## src/rtl/sy_pkg.sv

```systemverilog
// Shared SV39 MMU types (PTE and TLB refill payload) plus page-table walker constants.
package sy_pkg;

    localparam int unsigned PTE_SIZE_LOG2 = 3;
    localparam int unsigned SV39_LEVELS   = 3;
    localparam int unsigned VPN_W         = 9;
    localparam int unsigned PPN_W         = 44;
    localparam int unsigned ASID_W        = 1;

    typedef struct packed {
        logic [9:0]       reserved;
        logic [PPN_W-1:0] ppn;
        logic [1:0]       rsw;
        logic             d;
        logic             a;
        logic             g;
        logic             u;
        logic             x;
        logic             w;
        logic             r;
        logic             v;
    } pte_t;

    typedef struct packed {
        logic              valid;
        logic              is_2M;
        logic              is_1G;
        logic [26:0]       vpn;
        logic [ASID_W-1:0] asid;
        pte_t              content;
    } tlb_update_t;

    typedef enum logic [2:0] {
        ST_IDLE,
        ST_WAIT_GNT,
        ST_WAIT_RVALID,
        ST_DONE,
        ST_FAULT,
        ST_FLUSH_DRAIN
    } ptw_state_e;

    // VPN slice of a virtual address for the given table level
    function automatic logic [VPN_W-1:0] vpn_at(input logic [63:0] va, input logic [1:0] lvl);
        case (lvl)
            2'd2:    return va[38:30];
            2'd1:    return va[29:21];
            default: return va[20:12];
        endcase
    endfunction

    // Physical address of the PTE indexed by vpn inside the table at ppn
    function automatic logic [PPN_W+VPN_W+PTE_SIZE_LOG2-1:0] pte_addr(input logic [PPN_W-1:0] ppn,
                                                                      input logic [VPN_W-1:0] vpn);
        return {ppn, vpn, {PTE_SIZE_LOG2{1'b0}}};
    endfunction

endpackage

```

## src/rtl/sy_ptw_pte_check.sv

```systemverilog
// Combinational SV39 PTE classifier: leaf / pointer / fault for the current walk level.
module sy_ptw_pte_check
    import sy_pkg::*;
(
    input  pte_t       pte,
    input  logic [1:0] level,
    input  logic       is_store,
    output logic       is_leaf,
    output logic       is_ptr,
    output logic       fault
);

    logic invalid;
    logic misaligned;
    logic leaf_fault;
    logic unused_bits;

    assign invalid    = !pte.v || (!pte.r && pte.w) || (pte.reserved != '0);
    assign is_leaf    = !invalid && (pte.r || pte.x);
    assign is_ptr     = !invalid && !pte.r && !pte.w && !pte.x;

    // Superpage leaves must have their low PPN fields cleared
    assign misaligned = ((level == 2'd2) && (pte.ppn[17:0] != '0)) ||
                        ((level == 2'd1) && (pte.ppn[8:0]  != '0));
    assign leaf_fault = !pte.a || (is_store && !pte.d) || misaligned;

    assign fault      = invalid || (is_leaf && leaf_fault) || (is_ptr && (level == 2'd0));

    assign unused_bits = ^{pte.rsw, pte.g, pte.u, pte.ppn[43:18]};

endmodule

```

## src/rtl/sy_ptw_sv39.sv

```systemverilog
// SV39 hardware page-table walker feeding TLB refills; one walk in flight.
// Optional SY_PTW_PERF_EN adds walk/fault/PTE-read counters.
module sy_ptw_sv39
    import sy_pkg::*;
#(
    parameter int unsigned ASID_WIDTH = 1,
    parameter int unsigned PADDR_W    = 56
) (
    input  logic                  clk_i,
    input  logic                  rst_i,
    input  logic                  flush_i,
    input  logic                  req_valid_i,
    output logic                  req_ready_o,
    input  logic [63:0]           req_vaddr_i,
    input  logic                  req_is_store_i,
    input  logic [ASID_WIDTH-1:0] req_asid_i,
    input  logic [43:0]           satp_ppn_i,
    output logic                  mem_req_o,
    output logic [PADDR_W-1:0]    mem_addr_o,
    input  logic                  mem_gnt_i,
    input  logic                  mem_rvalid_i,
    input  logic [63:0]           mem_rdata_i,
    output tlb_update_t           update_o,
    output logic                  walking_o,
`ifdef SY_PTW_PERF_EN
    output logic [31:0]           walk_cnt_o,
    output logic [31:0]           fault_cnt_o,
    output logic [31:0]           mem_cnt_o,
`endif
    output logic                  fault_o,
    output logic [63:0]           fault_vaddr_o
);

    ptw_state_e            state;
    logic [1:0]            level;
    logic [63:0]           vaddr_q;
    logic [ASID_WIDTH-1:0] asid_q;
    logic                  store_q;
    logic                  ready_q;
    logic                  fault_q;
    tlb_update_t           upd_q;

    pte_t pte;
    logic pte_leaf;
    logic pte_ptr;
    logic pte_fault;
    logic canonical;

    assign pte       = pte_t'(mem_rdata_i);
    assign canonical = (req_vaddr_i[63:39] == {25{req_vaddr_i[38]}});

    sy_ptw_pte_check u_pte_check (
        .pte      (pte),
        .level    (level),
        .is_store (store_q),
        .is_leaf  (pte_leaf),
        .is_ptr   (pte_ptr),
        .fault    (pte_fault)
    );

    always_ff @(posedge clk_i) begin
        if (rst_i) begin
            state      <= ST_IDLE;
            level      <= 2'(SV39_LEVELS - 1);
            vaddr_q    <= '0;
            asid_q     <= '0;
            store_q    <= 1'b0;
            ready_q    <= 1'b1;
            fault_q    <= 1'b0;
            upd_q      <= '0;
            mem_req_o  <= 1'b0;
            mem_addr_o <= '0;
        end else begin
            upd_q.valid <= 1'b0;
            fault_q     <= 1'b0;
            case (state)
                ST_IDLE: begin
                    if (req_valid_i) begin
                        vaddr_q <= req_vaddr_i;
                        asid_q  <= req_asid_i;
                        store_q <= req_is_store_i;
                        level   <= 2'(SV39_LEVELS - 1);
                        ready_q <= 1'b0;
                        if (!canonical) begin
                            state   <= ST_FAULT;
                            fault_q <= 1'b1;
                        end else begin
                            state      <= ST_WAIT_GNT;
                            mem_req_o  <= 1'b1;
                            mem_addr_o <= PADDR_W'(pte_addr(satp_ppn_i, vpn_at(req_vaddr_i, 2'd2)));
                        end
                    end
                end
                ST_WAIT_GNT: begin
                    // A grant coinciding with flush leaves a read outstanding that must drain
                    if (flush_i) begin
                        mem_req_o <= 1'b0;
                        state     <= mem_gnt_i ? ST_FLUSH_DRAIN : ST_IDLE;
                        ready_q   <= !mem_gnt_i;
                    end else if (mem_gnt_i) begin
                        mem_req_o <= 1'b0;
                        state     <= ST_WAIT_RVALID;
                    end
                end
                ST_WAIT_RVALID: begin
                    if (flush_i) begin
                        state   <= mem_rvalid_i ? ST_IDLE : ST_FLUSH_DRAIN;
                        ready_q <= mem_rvalid_i;
                    end else if (mem_rvalid_i) begin
                        if (pte_fault) begin
                            state   <= ST_FAULT;
                            fault_q <= 1'b1;
                        end else if (pte_leaf) begin
                            state         <= ST_DONE;
                            upd_q.valid   <= 1'b1;
                            upd_q.is_1G   <= (level == 2'd2);
                            upd_q.is_2M   <= (level == 2'd1);
                            upd_q.vpn     <= vaddr_q[38:12];
                            upd_q.asid    <= ASID_W'(asid_q);
                            upd_q.content <= pte;
                        end else begin
                            state      <= ST_WAIT_GNT;
                            level      <= level - 2'd1;
                            mem_req_o  <= 1'b1;
                            mem_addr_o <= PADDR_W'(pte_addr(pte.ppn, vpn_at(vaddr_q, level - 2'd1)));
                        end
                    end
                end
                ST_FLUSH_DRAIN: begin
                    if (mem_rvalid_i) begin
                        state   <= ST_IDLE;
                        ready_q <= 1'b1;
                    end
                end
                default: begin
                    state   <= ST_IDLE;
                    ready_q <= 1'b1;
                end
            endcase
        end
    end

    // A flush landing on the DONE/FAULT cycle cancels the pulse
    always_comb begin
        update_o       = upd_q;
        update_o.valid = upd_q.valid && !flush_i;
    end

    assign fault_o       = fault_q && !flush_i;
    assign req_ready_o   = ready_q;
    assign walking_o     = !ready_q;
    assign fault_vaddr_o = vaddr_q;

`ifdef SY_PTW_PERF_EN
    always_ff @(posedge clk_i) begin
        if (rst_i) begin
            walk_cnt_o  <= '0;
            fault_cnt_o <= '0;
            mem_cnt_o   <= '0;
        end else begin
            if ((state == ST_IDLE) && req_valid_i) walk_cnt_o  <= walk_cnt_o + 32'd1;
            if (fault_o)                           fault_cnt_o <= fault_cnt_o + 32'd1;
            if (mem_req_o && mem_gnt_i)            mem_cnt_o   <= mem_cnt_o + 32'd1;
        end
    end
`endif

endmodule

```

## config.mk

```make
export PLATFORM = sky130hd
export DESIGN_NAME = sy_ptw_sv39
export DESIGN_NICKNAME = d
export VERILOG_FILES = /design/src/rtl/sy_pkg.sv /design/src/rtl/sy_ptw_pte_check.sv /design/src/rtl/sy_ptw_sv39.sv
export SDC_FILE = /design/constraint.sdc
export NUM_CORES = 1
export LEC_CHECK = 0
export ABC_AREA = 1
export CORE_AREA = 10 10 230 123
export DETAILED_ROUTE_END_ITERATION = 7
export DIE_AREA = 0 0 240 133
export PLACE_DENSITY = 0.8
export SYNTH_ARGS = -nofsm -noshare
export SYNTH_HDL_FRONTEND = slang
export SYNTH_SLANG_ARGS = --single-unit
```

## constraint.sdc

```tcl
create_clock -name clk_i -period 3.7 [get_ports clk_i]
set_input_delay 0.37 -clock clk_i [delete_from_list [all_inputs] [get_ports clk_i]]
set_output_delay 0.37 -clock clk_i [all_outputs]
set_load 0.02 [all_outputs]
```

# After elaboration in Yosys (flattened, before gate mapping)
# Cells that the tools add are included.
op_classes:
  n_eq_ne: 19
  mux: 47
  addsub: 1
  reduce_logical: 45
  bitwise_logic: 4
ops:
  columns: ["cell", "n"]
  rows:
  - ["56-bit 2-to-1 mux", 6]
  - ["56-bit one-hot mux with 2 select lines", 1]
  - ["95-bit 2-to-1 mux", 1]
  - ["3-bit 2-to-1 mux", 10]
  - ["25-bit equality test", 1]
  - ["2-bit != test (second input constant)", 9]
  - ["9-bit one-hot mux with 2 select lines", 1]
  - ["18-bit nonzero test", 1]
  - ["1-bit 2-to-1 mux", 17]
  - ["1-bit logical AND", 12]
  - ["2-bit 2-to-1 mux", 6]
  - ["3-bit one-hot mux with 4 select lines", 1]
  - ["1-bit zero test", 10]
  - ["10-bit nonzero test", 1]
  - ["9-bit nonzero test", 1]
  - ["1-bit logical OR", 8]
  - ["4-bit AND reduction", 2]
  - ["8-bit AND reduction", 1]
  - ["7-bit AND reduction", 1]
  - ["3-bit != test (second input constant)", 2]
  - ["6-bit AND reduction", 1]
  - ["5-bit AND reduction", 1]
  - ["5-bit OR reduction", 1]
  - ["2-bit by 1-bit equality test with 1-bit output (second input constant)", 2]
  - ["15 further kinds", 19]
totals:
  register_bits: 225
  word_cells: 141

# Logic depth before layout (Yosys ltp)
logic_depth:
  word_depth: 14
  depth_mapped: 13
  mapped_depth_nobuf: 12

# Cells and area by module
# A second synthesis with hierarchy kept.
unflattened:
  hier_cells: 1328
  hier_area_um2: 10055.9
by_module_without_submodules:
  columns: ["module", "cells_each", "seq_area_each_um2", "n_inst", "area_each_um2"]
  rows:
  - ["sy_ptw_sv39", 1284, 4444.3, 1, 9857.0]
  - ["sy_ptw_pte_check", 44, 0.0, 1, 198.9]

# Least setup slack after synthesis
# OpenSTA, ideal clock, no wires.
synth_path:
  kind: "register to register"
  from: "register level[0]"
  to: "register upd_q (netlist bit update_o[59])"
  path_slack_ps: 1928
  path_stages_with_launch: 13
  required_time_ps: 3569
  t_arrival_ps: 1641
  period_less_slack_ps: 1772
  cell_sequence: "dfxtp_1 inv_1 ha_1 inv_1 nand2_1 nand2_1 nand3_1 nand2_1 nand4_2 nor2_2 buf_6 buf_2 nor3b_1"
synth_between:
  elab_chain_len: 9
  word_cells_on_any_way: 13
synth_lines:
  columns: ["item", "line_no", "text"]
  rows:
  - ["start, declared", "sy_ptw_sv39.sv:35", "logic [1:0] level;"]
  - ["start signal, assigned", "sy_ptw_sv39.sv:64", "level <= 2'(SV39_LEVELS - 1);"]
  - ["start signal, assigned", "sy_ptw_sv39.sv:82", "level <= 2'(SV39_LEVELS - 1);"]
  - ["start signal, assigned", "sy_ptw_sv39.sv:123", "level <= level - 2'd1;"]
  - ["2-bit equality test or 2-bit by 1-bit equality test with 1-bit output (tied branches)", "sy_ptw_pte_check.sv:23, sy_ptw_pte_check.sv:24", null]
  - ["1-bit logical AND (on tied branches)", "sy_ptw_pte_check.sv:23, sy_ptw_pte_check.sv:24", null]
  - ["1-bit logical OR", "sy_ptw_pte_check.sv:23", "assign misaligned = ((level == 2'd2) && (pte.ppn[17:0] != '0)) ||"]
  - ["1-bit logical OR", "sy_ptw_pte_check.sv:25", "assign leaf_fault = !pte.a || (is_store && !pte.d) || misaligned;"]
  - ["1-bit logical AND", "sy_ptw_pte_check.sv:27", "assign fault = invalid || (is_leaf && leaf_fault) || (is_ptr && (level == 2'd0));"]
  - ["1-bit logical OR", "sy_ptw_pte_check.sv:27", null]
  - ["1-bit logical OR (*)", "sy_ptw_pte_check.sv:27", null]
  - ["1-bit inverter (no line) (*)", null, null]
  - ["5-bit AND reduction (no line) (*)", null, null]
  - ["end, declared", "sy_ptw_sv39.sv:41", "tlb_update_t upd_q;"]
# Every way passes the cells marked *; elsewhere a longest branch is shown, timed or not.
# A chain may end at the register's enable or synchronous reset.

# Worst setup path in the final report
layout_path:
  from: "register level[0]"
  to: "register upd_q (netlist bit update_o[39])"
# Same word-level chain as after synthesis.

==> flow_summary.toml <==
[run_status]
outcome = "finished, final reports clean"

[worst_setup_path]
critical-path-max-stage-delay_ns = 0.39
critPathBufInv = 3
crit_path_start_kind = "flop"
crit_type = "flop to flop"
end_kind = "flop"
crit_chain = "inv_1 > ha_1 > inv_1 > nand2_1 > nand2_1 > nand3_1 > nand2_1 > nand3_2 > nor2_8 > buf_12 > nand3_1 > nand2_1 > nor2_1"
critical_path_arrival_ns = 2.67
worstPathRequired_ns = 4.11
critPathSlowestCell = "dfxtp_1"
critPathTopFamily = "simple AND/OR/NAND/NOR gates"
worstPathMaxFanout = 82
cp_common_cell = "nand2_1"

[floorplanning]
dieArea_mm2 = 0.0319
rows = 41
ioPinCount = 399
die_h_um = 133
chipWidth_um = 240
start_util = 0.437
coreArea_mm2 = 0.0245

[cells_and_area]
area_growth_syn_to_layout_pct = 38.0
nets = 2017
seq_area_mm2 = 0.00444
drive_gt1_frac = 0.0515
n_fill_cell = 2213
fin_util = 0.604
multiInputGateArea_mm2 = 0.00441

[routing]
wl_per_cell_um = 17.4
drt-total-wl_um = 37800
drt_iter0_drc = 672
drc = 0
vias = 10600
postRouteAntennaNets = 0
drt_pass1_iterations = 5
routed_via_density = 4.89

[timing]
max_slew.worst_pin.slew_ns = 0.896
hold_violations = 0
rsz0062_at_grt = "no"
fmax_mhz = 443
finClkSkew_ns = 0.00887
period_minus_slack_ns = 2.26
drv_slew = 0
tns_ns = 0
period_share = 0.610
finalSetupViolations = 0
relSlewSlack = 0.403

[synthesis]
ys_ff_latch = 222
ys_warn_count = 0
yosysMostFrequentCell = "nor2_1"
synth_edf_count = 0
synth_area_leaders = "dfxtp_1, nor2_1, nand2_1"
yosys.area.top_type = "dfxtp_1"
syn-instance-count = 1580
synth_seq_area_share = 0.414
ys_types = 35
synth-main-ff-cell = "dfxtp_1"
netlist_area_mm2 = 0.0107
synth-async-reset-ratio = 0
netlist_top_cells_count = "nor2_1, nand2_1, dfxtp_1"
synth.avg_cell_area_um2 = 6.79
synth_top_area_frac = 0.414

[clock_tree]
post-cts-setup-buffers = 0
cts_resized = 0
clkSlewWorstSetupHoldPaths_ns = 0.07
cts_hold_buffers = 0
cts_buffers = 22
clock_sinks = 222
htreeDepth = 1
cts_buffer_depth = 3
clk_latency_ns = 0.52
cts_tree = "built"
cts_root_buffer = "clkbuf_16"

[global_routing]
grt_usage = 0.226
grt_pass1_vias = 10400
gr-total-overflow = 0
antenna_found_initial = 1
grt_start_max_net_pins = 90
grt_pass1_wl_um = 58200

[placed_design]
dp_hpwl_um = 27600
place_congestion = 0.868
portBuffers = 395

[power_and_ir_drop]
powerDensity_mw_per_mm2 = 410
p_leak_nw = 6.49
p_total_mw = 6.07
irDropWorstVdd_mv = 0.293

[run]
maxCapViolCount = 0

[hold_path]
hp-class = "input port to flop"
==> cells by family after synthesis <==
logic type | after synthesis | synth area share
compound gates | 177 | 0.0864
fa+ha+maj | 5 | 0.00583
buf+inv | 352 | 0.177
flops | 222 | 0.414
other cells | 1 | 0.000350
simple gates | 823 | 0.316
==> layer usage <==
layer	GRT usage	wire [µm]	up-vias
li1	-	-	5267
met1	0.273	15700	4919
met2	0.377	17500	365
met3	0.0781	3540	56
met4	0.0605	971	0
met5	0	0	-
==> cell usage in the layout (no fill, tap or decap), drive strengths merged <==
cell type and n:
a21boi 1, a21oi 37, a221oi 4, and3 2, buf 15, bufinv 3
clkbuf 32, clkdlybuf4s50 394, clkinv 1, clkinvlp 1, conb 3, dfxtp 222
diode 1, ha 5, inv 170, nand2 299, nand3 94, nand3b 1
nand4 9, nor2 394, nor3 10, nor3b 11, o211ai 3, o21a 4
o21ai 123, o22ai 5, or2 3
==> state kept, by name, summed over array words and instances, names as in the netlist <==
name and cells:
update_o 94, mem_req_o 1, state 3, req_ready_o 1
fault_vaddr_o 64, asid_q 1, upd_q 1, mem_addr_o 53
level 2, fault_q 1, store_q 1
==> metrics by stage <==
step                      cells  setup slack, ns  cell area, µm²  hold WS (ns)
after floorplan            1582             1.93           10700         0.430
after global placement     2130             1.11           14000         0.442
after detailed placement   2130             1.07           14000         0.463
after CTS                  2168             1.46           14800         0.365
after global routing       2169             1.28           14800         0.400
final                      2169             1.44           14800         0.377
==> report_power, final <==
group          internal (mW)  leakage [nW]  switching (mW)
combinational          0.468          4.29           0.558
clock                   1.48         0.387            1.00
sequential              2.50          1.81          0.0596
==> worst min-delay path: stages <==
cell and delay [ns]:
buf_4 0.24, nand3_1 0.15, a21oi_1 0.05
==> area by class of cell <==
cell class | count | area share
Sequential cell | 222 | 0.300
Clock inverter | 6 | 0.00752
Tap cell | 322 | 0.0272
Inverter | 169 | 0.0432
Timing Repair Buffer | 409 | 0.278
Multi-Input combinational cell | 1008 | 0.298
Antenna cell | 1 | 0.000169
Clock buffer | 32 | 0.0459
==> worst paths after layout <==
path	start	endpoint	slack, ns	cells after the start
setup / recovery	level[0]	update_o[39]	1.44	13
hold / removal	mem_rvalid_i	fault_q	0.38	3
setup reg to reg	level[0]	update_o[39]	1.44	13
hold reg to reg	asid_q	asid_q	0.47	2
(Power assumes the default switching activity.)
